### src/rtl/two_power_mod.sv
// two_power_mod -- computes 2^power mod modulus by repeated modular doubling.
//
// A request is accepted in IDLE; the operands are latched and the running
// residue r starts at 1 (or 0 when modulus < 2). Each CALC cycle doubles r
// and subtracts the modulus once if needed. This keeps r < modulus throughout,
// so the (MOD_WIDTH+1)-bit intermediate never overflows. The result is held
// in DONE until it is consumed.
//
// Optional build macro:
//   TWO_POWER_RADIX4_EN  - two chained doubling steps per CALC cycle, which
//                          roughly halves latency; results are unchanged.
//
// Ports:
//   clk      in   sole clock, rising edge
//   rst_n    in   asynchronous active-low reset
//   i_valid  in   request valid
//   i_ready  out  high in IDLE; request accepted on i_valid && i_ready
//   i_in     in   {power[INT_WIDTH-1:0], modulus[MOD_WIDTH-1:0]}
//   o_valid  out  high in DONE
//   o_ready  in   result consumed on o_valid && o_ready
//   o_out    out  residue r (meaningful while o_valid)
module two_power_mod #(
  parameter int MOD_WIDTH = 256,
  parameter int INT_WIDTH = 32
) (
  input  logic                           clk,
  input  logic                           rst_n,
  input  logic                           i_valid,
  output logic                           i_ready,
  input  logic [INT_WIDTH+MOD_WIDTH-1:0] i_in,
  output logic                           o_valid,
  input  logic                           o_ready,
  output logic [MOD_WIDTH-1:0]           o_out
);

  typedef enum logic [1:0] {IDLE, CALC, DONE} state_t;

  state_t                 state;
  logic [MOD_WIDTH-1:0]   r;
  logic [MOD_WIDTH-1:0]   modulus;
  logic [INT_WIDTH-1:0]   counter;

  logic [INT_WIDTH-1:0]   power_in;
  logic [MOD_WIDTH-1:0]   mod_in;
  logic                   mod_in_ge2;
  logic [MOD_WIDTH-1:0]   r_one;
  logic [MOD_WIDTH-1:0]   r_next;
  logic [INT_WIDTH-1:0]   cnt_next;

  // One doubling-reduction step. Because a < m, 2a < 2m, so a single
  // conditional subtraction lands back in [0, m).
  function automatic logic [MOD_WIDTH-1:0] dbl_mod(
    input logic [MOD_WIDTH-1:0] a,
    input logic [MOD_WIDTH-1:0] m
  );
    logic [MOD_WIDTH:0] t;
    t = {a, 1'b0};
    if (t >= {1'b0, m})
      t = t - {1'b0, m};
    return t[MOD_WIDTH-1:0];
  endfunction

  assign power_in   = i_in[INT_WIDTH+MOD_WIDTH-1:MOD_WIDTH];
  assign mod_in     = i_in[MOD_WIDTH-1:0];
  assign mod_in_ge2 = |mod_in[MOD_WIDTH-1:1];

  assign i_ready = (state == IDLE);
  assign o_valid = (state == DONE);
  assign o_out   = r;

  assign r_one = dbl_mod(r, modulus);

`ifdef TWO_POWER_RADIX4_EN
  logic [MOD_WIDTH-1:0] r_two;
  logic                 two_steps;

  assign r_two     = dbl_mod(r_one, modulus);
  assign two_steps = (counter >= INT_WIDTH'(2));

  always_comb begin
    r_next   = r_one;
    cnt_next = counter - INT_WIDTH'(1);
    if (two_steps) begin
      r_next   = r_two;
      cnt_next = counter - INT_WIDTH'(2);
    end
  end
`else
  always_comb begin
    r_next   = r_one;
    cnt_next = counter - INT_WIDTH'(1);
  end
`endif

  always_ff @(posedge clk or negedge rst_n) begin
    if (!rst_n) begin
      state   <= IDLE;
      r       <= '0;
      counter <= '0;
      modulus <= '0;
    end else begin
      case (state)
        IDLE: begin
          if (i_valid) begin
            modulus <= mod_in;
            counter <= power_in;
            r       <= mod_in_ge2 ? MOD_WIDTH'(1) : '0;
            // 2^0 = 1 and anything mod 0/1 is 0: no iterations needed
            state   <= (power_in != '0 && mod_in_ge2) ? CALC : DONE;
          end
        end
        CALC: begin
          r       <= r_next;
          counter <= cnt_next;
          if (cnt_next == '0)
            state <= DONE;
        end
        DONE: begin
          if (o_ready)
            state <= IDLE;
        end
        default: state <= IDLE;
      endcase
    end
  end

endmodule
### config.mk
export PLATFORM = sky130hd
export DESIGN_NAME = two_power_mod
export DESIGN_NICKNAME = d
export VERILOG_FILES = /design/src/rtl/two_power_mod.sv
export SDC_FILE = /design/constraint.sdc
export NUM_CORES = 2
export LEC_CHECK = 0
export BUFFER_PORTS_ARGS = -buffer_cell sky130_fd_sc_hd__buf_4
export CAP_MARGIN = 25
export CORE_MARGIN = 2
export CORE_UTILIZATION = 44
export DETAILED_ROUTE_END_ITERATION = 8
export SLEW_MARGIN = 30
export SYNTH_ARGS = -nofsm -noshare
export SYNTH_HDL_FRONTEND = slang
export SYNTH_SLANG_ARGS = --single-unit
### constraint.sdc
create_clock -name clk -period 4.6 [get_ports clk]
set_input_delay 1.15 -clock clk [delete_from_list [all_inputs] [get_ports clk]]
set_output_delay 1.15 -clock clk [all_outputs]
set_load 0.01 [all_outputs]
Yosys cells after proc, flatten, opt, wreduce, memory -nomap -nowiden
Index checks and enable logic that the tools add are counted.

Add/sub/neg operators: 2. $lt $le $gt $ge: 1. Equality and inequality tests: 5. Mux-type cells: 11. Reduce and logical (&&, ||, !) cells: 9.

Operators by type and width (count): 2-to-1 mux 256 bit (2); case mux 256 bit (2 select lines) (1); >= comparator 257 x 256 -> 1 bit (1); subtractor 256 bit (1); OR reduction 255 bit (1); case mux 32 bit (2 select lines) (1); logical NOT 32 bit (1); 2-to-1 mux 32 bit (1); nonzero test 32 bit (1); subtractor 32 x 1 -> 32 bit, second input constant (1); 2-to-1 mux 2 bit (4); case mux 2 bit (3 select lines) (1); != test 2 bit, second input constant (2); AND reduction 2 bit (2); AND reduction 3 bit (1); == test 2 x 1 -> 1 bit, second input constant (1); == test 2 bit, second input constant (1); logical NOT 2 bit (1); != test 2 x 1 -> 1 bit, second input constant (1); nonzero test 2 bit (1); logical AND 1 bit (1); 2-to-1 mux 1 bit (1).

Bits in registers: 546. Input port bits: 292. Output and inout bits: 258. Word-level logic and storage cells: 32.

Longest topological paths before layout
Word-level depth: 5. Depth in mapped cells: 18. Mapped depth without buffers: 15.

Worst setup path after synthesis
OpenSTA, ideal clock, no wires.

Path kind: register -> register. Start point: reg r[0] (netlist: o_out[0]). End point: reg r[240] (netlist: o_out[240]). Setup time: 0.126 ns. Arrival: 3.678 ns. Required time: 4.474 ns. Setup slack: 0.796 ns. Stages on the path, launching flop included: 16. Path buffers: 0. Clock period less this slack: 3.804 ns. Cells stage by stage: dfrtp_1 -> inv_1 -> fa_1 -> nand2b_1 -> a211oi_1 -> o211a_1 -> o31ai_2 -> a311oi_1 -> o21ai_0 -> o21ba_2 -> a22oi_1 -> a41oi_1 -> o21ai_1 -> nand4_1 -> mux2i_1 -> a221o_1.

Longest elaborated chain between the ends: 3. Elaborated cells on any way between the ends: 4. Those cells by class: 1 x add/sub; 1 x order compare; 2 x mux.

Ends and longest elaborated chain: from (decl) (RTL line 39) `logic [MOD_WIDTH-1:0] r;`; from (signal assigned) (RTL line 107) `r <= mod_in_ge2 ? MOD_WIDTH'(1) : '0;`; from (signal assigned) (RTL line 113) `r <= r_next;`; subtractor 256 bit / >= comparator 257 x 256 -> 1 bit (equally long branches) (RTL line 59, 58); 2-to-1 mux 256 bit * (RTL line 58) `if (t >= {1'b0, m})`; case mux 256 bit (2 select lines) * (RTL line 102) `case (state)`.

Every way passes the cells marked *; elsewhere a longest branch is shown, timed or not. A chain may end at the register's enable or synchronous reset.

Final worst setup path
Start point: reg r[7] (netlist: o_out[7]). End point: reg r[244] (netlist: o_out[244]).

The elaborated chain is that of the path after synthesis.

==> impl_metrics.yaml <==
outcome:
  run_status: "complete, no violations"
clock_network:
  cts.hold.buffers_added: 0
  clkSlewWorstSetupHoldPaths_ns: 0.07
  clk_latency_ns: 0.66
  numCtsBuffers: 66
  cts_tree: "built"
  cts.htree.levels: 3
  clkSinkCount: 546
  cts-root-to-sink-buffers: 3
  cts.root.buffer_cell: "sky130_fd_sc_hd__clkbuf_16"
setup_path:
  cpMostUsedCell: "sky130_fd_sc_hd__buf_4"
  crit_arrival_ns: 5.03
  critPathMaxFanout: 6
  slowest_delay_ns: 0.42
  worst-setup-path-type: "flip-flop to flip-flop"
  worst_path_dominant_cell_family: "simple AND/OR/NAND/NOR gates"
  critPathCaptureType: "flip-flop"
  critical_path.n_buffers_inverters: 3
  worst_ep_required_time_ns: 5.14
  cp-start-kind: "flip-flop"
  timing.critical_path.cells: "ha_1 > buf_4 > and2_1 > and3_1 > o211a_1 > o31ai_2 > buf_4 > a2111oi_2 > buf_4 > nor3_4 > o2111ai_2 > and4_1 > or3_1 > a21oi_2 > nor2_1 > mux2_2 > a221o_1"
  timing.critical_path.slowest_stage_cell: "sky130_fd_sc_hd__or3_1"
synth:
  syn-mean-instance-area_um2: 7.46
  netlist_instances: 5836
  multiplexer_share_of_the_synthesized_area_pct: 2.22
  synth_compound_gate_area_share_pct: 28.1
  synth_enable_flop_cells: 0
  flip_flop_cell_with_the_highest_count_after_synthesis: "sky130_fd_sc_hd__dfrtp_1"
  post_synth_and_or_nand_nor_area_fraction_pct: 20.0
  synth_async_sr_flop_share_pct: 100
  yosys.area_share.adder_pct: 7.46
  yosys_warnings: 0
  ys_types: 84
  postSynthNetCount: 6387
  netlist_area_um2: 43600
  ys_seq_elements: 546
  ys_seq_area_share_pct: 31.4
  synth_xor_xnor_area_share_pct: 4.81
  synth_top_family_by_area: "compound AO/OA/AOI/OAI gates"
global_routing:
  antenna_found_initial: 2
  grt_pass1_vias: 46700
  pin_count_of_the_biggest_net_entering_global_routing: 195
  total_routing_usage_gr_pct: 37.1
  wire_length_of_the_first_global_routing_pass_mm: 290
  grt_overflow: 0
layout:
  multi_input_comb_area_um2: 27400
  layout.cells.most_common: "sky130_fd_sc_hd__buf_4"
  seq_area_um2: 13700
  stdcell_area_um2: 54100
  ratio_of_cells_with_drive_above_1_in_the_final_layout_pct: 17.9
  layout_overhead_on_the_synthesized_area_pct: 24.3
  nFillCells: 9607
  layout.cells.most_common_list: "sky130_fd_sc_hd__buf_4 (971), sky130_fd_sc_hd__nand2_1 (927), sky130_fd_sc_hd__o21ai_0 (880), sky130_fd_sc_hd__a21oi_1 (628), sky130_fd_sc_hd__dfrtp_1 (546)"
  final_net_count: 7136
timing:
  finClkSkew_ns: 0.0200
  final-setup-viol-count: 0
  final_hold_viol_count: 0
  clock.fmax_mhz: 223
  post-route-period-util_pct: 97.5
  fin_setup_tns_ns: 0
  final.setup.worst_slack_ns: 0.116
  timing.final.max_slew_violations: 0
  slew_headroom_pct: 37.1
  timing.final.crit_period_ns: 4.48
  timing_worst_slew_pin_value_ns: 0.944
route:
  wl_per_cell_um: 24.5
  totalWireLength_mm: 194
  drt_iter0_drc: 4438
  vias_per_cell: 6.04
  route.detailed.drc: 0
  routed-wl-met3_mm: 14.2
  drt_first_pass_iters: 8
  ant_nets: 0
  met2_wirelength_mm: 89.7
  top_layer_used: "met4"
  num_vias: 47900
  detail_route.wirelength.met1_mm: 81.1
job:
  max_cap_viol_count: 0
floorplanning:
  die_width_um: 319
  design.die.area_um2: 102000
  floorplan.core_area_um2: 98300
  starting_density_of_the_core_pct: 44.3
  std_cell_rows: 115
  ios: 550
  die_h_um: 319
placed_design:
  gpl.final_weighted_congestion: 1.05
  dp_hpwl_mm: 159
  placement.setup.worst_slack_ns: -0.0293
  postPlaceCellArea_um2: 51800
  port_buffers: 549
worst_hold_path:
  hold_class: "input port to asynchronous set/reset pin"
==> per-stage QoR <==
| step | hold slack (ns) | instances | utilization, % |
|---|---|---|---|
| global route | 0.541 | 7922 | 55.1 |
| finish | 0.508 | 7924 | 55.1 |
| floorplan | 0.473 | 5836 | - |
| global placement | 0.520 | 7800 | 52.7 |
| detailed placement | 0.526 | 7800 | 52.7 |
| CTS | 0.516 | 7918 | 54.9 |
==> layer usage <==
| metal | vias up | global-route usage [%] |
|---|---|---|
| met4 | 0 | 15.5 |
| met3 | 402 | 6.26 |
| met2 | 2057 | 60.8 |
| met1 | 23000 | 48.3 |
| li1 | 22400 | - |
| met5 | - | 0 |
==> worst paths after layout <==
| path | from | to | slack [ns] | cells past startpoint |
|---|---|---|---|---|
| worst min-delay path | rst_n | modulus[135] | 0.51 | 1 |
| max in group asynchronous | rst_n | modulus[10] | 3.00 | 2 |
| worst max-delay path | o_out[7] | o_out[244] | 0.12 | 17 |
| worst min register to register | modulus[12] | modulus[12] | 0.54 | 2 |
| min in group clk | modulus[12] | modulus[12] | 0.54 | 2 |
| worst max register to register | o_out[7] | o_out[244] | 0.12 | 17 |
==> cells in the mapped netlist, drive strengths merged (98+ instances only) <==
cell type	n	share of area, %
nor4	115	1.8
nand2	930	8.0
dfrtp	546	31
inv	359	3.1
xnor2	141	2.8
nand4	175	2.5
ha	258	7.4
xor2	98	2.0
a21oi	635	7.3
o21ai	891	10
nor2	352	3.0
clkbuf	255	2.2
nor3	98	1.1
==> cell type report <==
cell class	count	share of cell area, %
flip-flops and latches	546	25.2
repair buffers	1002	14.6
multi-input cells	4610	50.6
clock buffers	90	3.48
inverters	359	2.49
clock inverters	28	0.585
diodes	2	0.00924
well taps	1287	2.97
==> kinds of logic (layout without fill, tap and decap cells) <==
family                   count (synthesis)  in the layout
XOR/XNOR                               239            239
flip-flops                             546            546
other                                    0              2
AND/OR/NAND/NOR                       1911           1911
adder cells (fa/ha/maj)                259            259
multiplexers                            96             96
buffers and inverters                  680           1479
AO/OA/AOI/OAI                         2105           2105
==> registers in the layout (all words and copies together), names as in the netlist <==
name and cells:
modulus 256, o_out 256, counter 32, state 2
==> what timing repair did <==
action | in CTS | in global routing
gates resized for setup | 1 | 22
buffers inserted | 0 | 3
pin swaps | 0 | 3
endpoints found under the setup margin | 3 | 148
gates cloned | 0 | 1
Power is left out: the tool's default activity adds up to more than one toggle a clock period on the data nets, which glitch-free logic cannot reach.
